<file path="config.mk">
export PLATFORM = sky130hd
export DESIGN_NAME = seq_detector_prog
export DESIGN_NICKNAME = d
export VERILOG_FILES = /design/src/rtl/seq_detector_prog.sv
export SDC_FILE = /design/constraint.sdc
export NUM_CORES = 1
export LEC_CHECK = 0
export CAP_MARGIN = 15
export CORE_ASPECT_RATIO = 1.1
export CORE_MARGIN = 3
export CORE_UTILIZATION = 30
export DETAILED_ROUTE_END_ITERATION = 12
export PLACE_DENSITY = 0.62
export REMOVE_ABC_BUFFERS = 1
export SLEW_MARGIN = 40
export SYNTH_ARGS = -nofsm -noshare
export SYNTH_HDL_FRONTEND = slang
export SYNTH_SLANG_ARGS = --single-unit
export TNS_END_PERCENT = 30
</file>
<file path="constraint.sdc">
create_clock -name clk -period 3.14 [get_ports clk]
set_input_delay 0.471 -clock clk [delete_from_list [all_inputs] [get_ports clk]]
set_output_delay 0.471 -clock clk [all_outputs]
set_load 0.02 [all_outputs]
</file>
<file path="src/rtl/seq_detector_prog.sv">
// seq_detector_prog: programmable serial bit-pattern detector.
// Compares the most recent qualified samples of x against a runtime-loaded,
// right-aligned pattern of 1..MAX_LEN bits. z is a registered one-cycle match
// pulse; match_cnt is a saturating count of matches.
//
// Sequencing view (fill counter holds the progress):
//   fill          | meaning
//   0             | no history (after reset, cfg load, or a non-overlap hit)
//   1..len_r-1    | collecting bits, a hit is not yet possible
//   len_r..MAX    | window full, every sample is compared against the pattern
module seq_detector_prog #(
   parameter int                 MAX_LEN = 8,
   parameter int                 LEN_W   = $clog2(MAX_LEN + 1),
   parameter int                 CNT_W   = 16,
   parameter logic [MAX_LEN-1:0] RST_PAT = 8'b0001_0110,
   parameter int                 RST_LEN = 5,
   parameter logic               RST_OVL = 1'b0
) (
   input  logic               clk,
   input  logic               rst_n,
   input  logic               cfg_load,
   input  logic [MAX_LEN-1:0] cfg_pat,
   input  logic [LEN_W-1:0]   cfg_len,
   input  logic               cfg_overlap,
   input  logic               x_valid,
   input  logic               x,
   input  logic               cnt_clr,
   output logic               z,
   output logic [CNT_W-1:0]   match_cnt
);

   localparam logic [LEN_W-1:0] MAX_LEN_L = LEN_W'(MAX_LEN);
   localparam logic [LEN_W-1:0] RST_LEN_L =
      (RST_LEN > MAX_LEN) ? LEN_W'(MAX_LEN) : LEN_W'(RST_LEN);

   logic [MAX_LEN-1:0] r_pat;
   logic [LEN_W-1:0]   r_len;
   logic               r_ovl;
   logic [MAX_LEN-1:0] r_hist;
   logic [LEN_W-1:0]   r_fill;
   logic               r_z;
   logic [CNT_W-1:0]   r_cnt;

   logic [MAX_LEN-1:0] w_pat_n;
   logic [LEN_W-1:0]   w_len_n;
   logic               w_ovl_n;
   logic [MAX_LEN-1:0] w_hist_n;
   logic [LEN_W-1:0]   w_fill_n;
   logic               w_z_n;
   logic [CNT_W-1:0]   w_cnt_n;

   logic [MAX_LEN-1:0] w_shift;
   logic [LEN_W-1:0]   w_fill_inc;
   logic [MAX_LEN-1:0] w_mask;
   logic               w_cmp;
   logic               w_hit;

   assign w_shift    = {r_hist[MAX_LEN-2:0], x};
   assign w_fill_inc = (r_fill == MAX_LEN_L) ? r_fill : r_fill + 1'b1;
   assign w_cmp      = (r_len != '0) && (w_fill_inc >= r_len) &&
                       ((w_shift & w_mask) == (r_pat & w_mask));
   // a sample coinciding with a config load is discarded
   assign w_hit      = x_valid && !cfg_load && w_cmp;

   // compare window: the low r_len bits of the history
   always_comb begin
      w_mask = '0;
      for (int i = 0; i < MAX_LEN; i++) begin
         w_mask[i] = (LEN_W'(i) < r_len);
      end
   end

   // next-state for config, history, fill, pulse and counter
   always_comb begin
      w_pat_n  = r_pat;
      w_len_n  = r_len;
      w_ovl_n  = r_ovl;
      w_hist_n = r_hist;
      w_fill_n = r_fill;
      w_z_n    = 1'b0;
      w_cnt_n  = r_cnt;

      if (cfg_load) begin
         w_pat_n  = cfg_pat;
         w_len_n  = (cfg_len > MAX_LEN_L) ? MAX_LEN_L : cfg_len;
         w_ovl_n  = cfg_overlap;
         w_hist_n = '0;
         w_fill_n = '0;
      end else if (x_valid) begin
         if (w_hit && !r_ovl) begin
            w_hist_n = '0;
            w_fill_n = '0;
         end else begin
            w_hist_n = w_shift;
            w_fill_n = w_fill_inc;
         end
         w_z_n = w_hit;
      end

      // clear beats a same-cycle increment; z still pulses
      if (cnt_clr) begin
         w_cnt_n = '0;
      end else if (w_hit && (r_cnt != '1)) begin
         w_cnt_n = r_cnt + 1'b1;
      end
   end

   // state registers, async active-low reset
   always_ff @(posedge clk or negedge rst_n) begin
      if (!rst_n) begin
         r_pat  <= RST_PAT;
         r_len  <= RST_LEN_L;
         r_ovl  <= RST_OVL;
         r_hist <= '0;
         r_fill <= '0;
         r_z    <= 1'b0;
         r_cnt  <= '0;
      end else begin
         r_pat  <= w_pat_n;
         r_len  <= w_len_n;
         r_ovl  <= w_ovl_n;
         r_hist <= w_hist_n;
         r_fill <= w_fill_n;
         r_z    <= w_z_n;
         r_cnt  <= w_cnt_n;
      end
   end

   assign z         = r_z;
   assign match_cnt = r_cnt;

endmodule
</file>
==> run metrics <==
crit path max fanout 12; Final Skew between 0.007 and 0.008 ns; Max Slew Vio Count 0; post-cts hold buffer count 0; Hold WC Path Type input pin to asynchronous set/reset pin; DIE WIDTH 86.6 microns; Max-cap violations 0; worst rel slew slack between 50% and 60%; Finished Cell Area between 2000 and 3000 sq um; Final Net Count roughly 270; Area growth, synth to finish 25.5%; CTS sink cnt roughly 40; Detailed Routing Iterations Pass 1 4; Die Y between 90 and 100 microns; Area after DPL between 2000 and 3000 sq um; worst r2r dst match_cnt[8]$_DFFE_PN0P_; CTS tree done; Reg2Reg Launch Point r_fill[0]$_DFFE_PN0P_; worst-case clock buffer depth 2; 1st-iter DRT viols 80; Synth Cell Area 2140 sq um; synthesized instance count slightly above 200; post-cts gate resize count 0; largest net degree at the start of global routing between 40 and 50; final-report setup violation count 0; top cells by count, synth 36 x dfrtp_1, 14 x nand2_1, 12 x a21oi_1; count leader, synth dfrtp_1; Synth top area share between 40% and 50%; site row count 31; arrival time worst endpoint roughly 3.0 ns; number of top-level pins 36; Antenna Nets Post-Route 0; IO buf count 35; period utilisation layout approximately nine tenths; Initial Util about a third; CP startpoint kind flip-flop; vias per inst 5.17; PD cells roughly 420 nW/um^2; FMAX 0.358 GHz; fin crit period between 2 and 3 ns; Worst-Skew Late Latency approximately 0.29 ns; r2r setup slk 0.35 ns; Crit. End Element flip-flop; antenna violations before repair 0; root buffer cell clkbuf_8; vias in the first global route between 1,500 and 2,000; Hold Fails Final Rpt 0; global-route wire length before repair approximately 7.6 mm; Async S/R FF share, synth between 90% and 100%; Crit Path Category flip-flop to flip-flop; HPWL after DPL roughly 3.3 mm; H-tree Lvls 2; RSZ-0062 raised after global routing false; Via Count 1,676; Worst EP required ~3.4 ns; sequential-to-total area share from yosys stat between 40% and 50%; status finished, final reports clean; average instance area after synthesis 10.6 sq um; Worst-Margin Slew approximately 0.66 ns; Worst VDD drop 0.224 mV; Synthesis Warnings 0; Most used DFF post-synth dfrtp_1; Routed WL per cell 13.8 microns; grt ovf 0; number of synthesized register bits between 40 and 50; Static Leak between 1 and 1.5 nW; Post-Route Setup TNS 0 ns; Worst-path clk slew about 0.090 ns; share of layout cells above drive strength 1 between 10% and 20%; Post-route DRC 0; CP endpoint match_cnt[8]$_DFFE_PN0P_; top cells by area, synth dfrtp_1 42%, dfstp_2 6.1%, xor2_1 4.5%, mux2_2 4.2%, ha_1 4.1%; placer congestion estimate around 0.81; Post-CTS Setup Repair Bufs 0; Ant. Diodes 0; drt total wl 4.48 mm; Core Region 6750 sq um; Post-synth EDFFs 0; Worst Reg2Reg Path Length in Cells 12; TritonCTS buffer count 5; gr usage total about an eighth; Yosys top cell by area dfrtp_1; Crit. Startpoint r_fill[0]$_DFFE_PN0P_; die area around 8200 sq um; post-synth cell types 44
## how the worst min path moves through the flow
stage          slack (ns)                       end  cells after the start             startpoint
6_report             0.15      r_pat[3]$_DFFE_PN0P_                      1                  rst_n
5_1_grt              0.17      r_pat[3]$_DFFE_PN0P_                      1                  rst_n
4_1_cts              0.16      r_pat[3]$_DFFE_PN0P_                      1                  rst_n
3_5_place_dp         0.49      r_pat[3]$_DFFE_PN0P_                      1                  rst_n
3_3_place_gp         0.51     r_hist[6]$_DFFE_PN0P_                      1  r_hist[6]$_DFFE_PN0P_
2_1_floorplan        0.18  match_cnt[0]$_DFFE_PN0P_                      0                  rst_n
## flip-flops by register name (all words and copies together) (netlist names)
name,flops
r_ovl,1
r_fill,4
r_len,4
z,1
r_pat,8
r_hist,7
match_cnt,16
## layout make-up
class	instances	area, sq um
fill	687	4060
multi-input combinational	147	1040
sequential	41	1030
timing repair buffer	38	370
tap	82	103
clock buffer	5	68.8
clock inverter	3	46.3
inverter	8	30.0
## per-layer routing
metal / wire (microns) / GRT usage [%] / vias to the layer above
met5: 0 / 0 / -
met4: 109 / 5.45 / 0
li1: - / - / 820
met1: 2150 / 16.4 / 819
met2: 2030 / 17.6 / 30
met3: 186 / 2.53 / 7
## kinds of logic (layout without fill, tap and decap cells)
| family | Yosys count | after routing | synth area share [%] |
|---|---|---|---|
| buffers and inverters | 15 | 54 | 3.33 |
| and+or+nand+nor | 69 | 69 | 18.0 |
| AOI/OAI and AO/OA | 47 | 47 | 15.5 |
| muxes | 10 | 10 | 5.19 |
| adders and majority gates | 7 | 7 | 4.08 |
| DFF | 41 | 41 | 48.1 |
| xor gates and xnor gates | 14 | 14 | 5.72 |
## through the flow
stage / util [%] / power (mW) / std cells / hold slack (ns) / setup slack, ns
after floorplan: - / 0.651 / 196 / 0.175 / 0.557
after global placement: 38.1 / 0.713 / 316 / 0.511 / 0.490
after detailed placement: 38.2 / 0.716 / 316 / 0.491 / 0.370
after CTS: 39.9 / 1.15 / 324 / 0.164 / 0.362
after global routing: 39.9 / 1.19 / 324 / 0.173 / 0.125
final: 39.9 / 1.13 / 324 / 0.149 / 0.349
## critical path: stages, from the launching register on
cell	delay, ns
dfrtp_1	0.43
inv_1	0.12
ha_1	0.16
nand2_1	0.07
nor2_1	0.19
xnor2_1	0.10
ha_1	0.27
nand2b_1	0.09
a21oi_1	0.09
o21ai_4	0.24
nand3_2	0.26
or4_1	0.53
a21oi_1	0.15
## layout by cell type, fill, tap and decap left out, types with 3 or more instances in the layout
| cell | Yosys | routed |
|---|---|---|
| mux2_2 | 8 | 8 |
| o21ai_0 | 5 | 5 |
| nand3_1 | 7 | 7 |
| o31ai_1 | 4 | 4 |
| a22o_1 | 9 | 9 |
| nand2b_1 | 3 | 3 |
| nand2_1 | 14 | 14 |
| dfstp_2 | 5 | 5 |
| o21ai_1 | 5 | 5 |
| buf_4 | 0 | 4 |
| clkdlybuf4s50_1 | 0 | 34 |
| nor2_1 | 10 | 10 |
| and3_1 | 4 | 4 |
| clkbuf_8 | 0 | 5 |
| xor2_1 | 11 | 11 |
| a21oi_1 | 12 | 12 |
| xnor2_1 | 3 | 3 |
| nand4_1 | 5 | 5 |
| o22ai_1 | 3 | 3 |
| nor2b_1 | 3 | 3 |
| inv_1 | 8 | 8 |
| ha_1 | 7 | 7 |
| or4_1 | 5 | 5 |
| or3_1 | 6 | 6 |
| dfrtp_1 | 36 | 36 |
| nor3_1 | 3 | 3 |
## power by group
| group | total (mW) | internal [mW] | switching, mW |
|---|---|---|---|
| clock network | 0.429 | 0.238 | 0.191 |
| logic | 0.133 | 0.0656 | 0.0672 |
| registers | 0.570 | 0.552 | 0.0184 |
No activity file was read; power rests on OpenSTA's default activity.
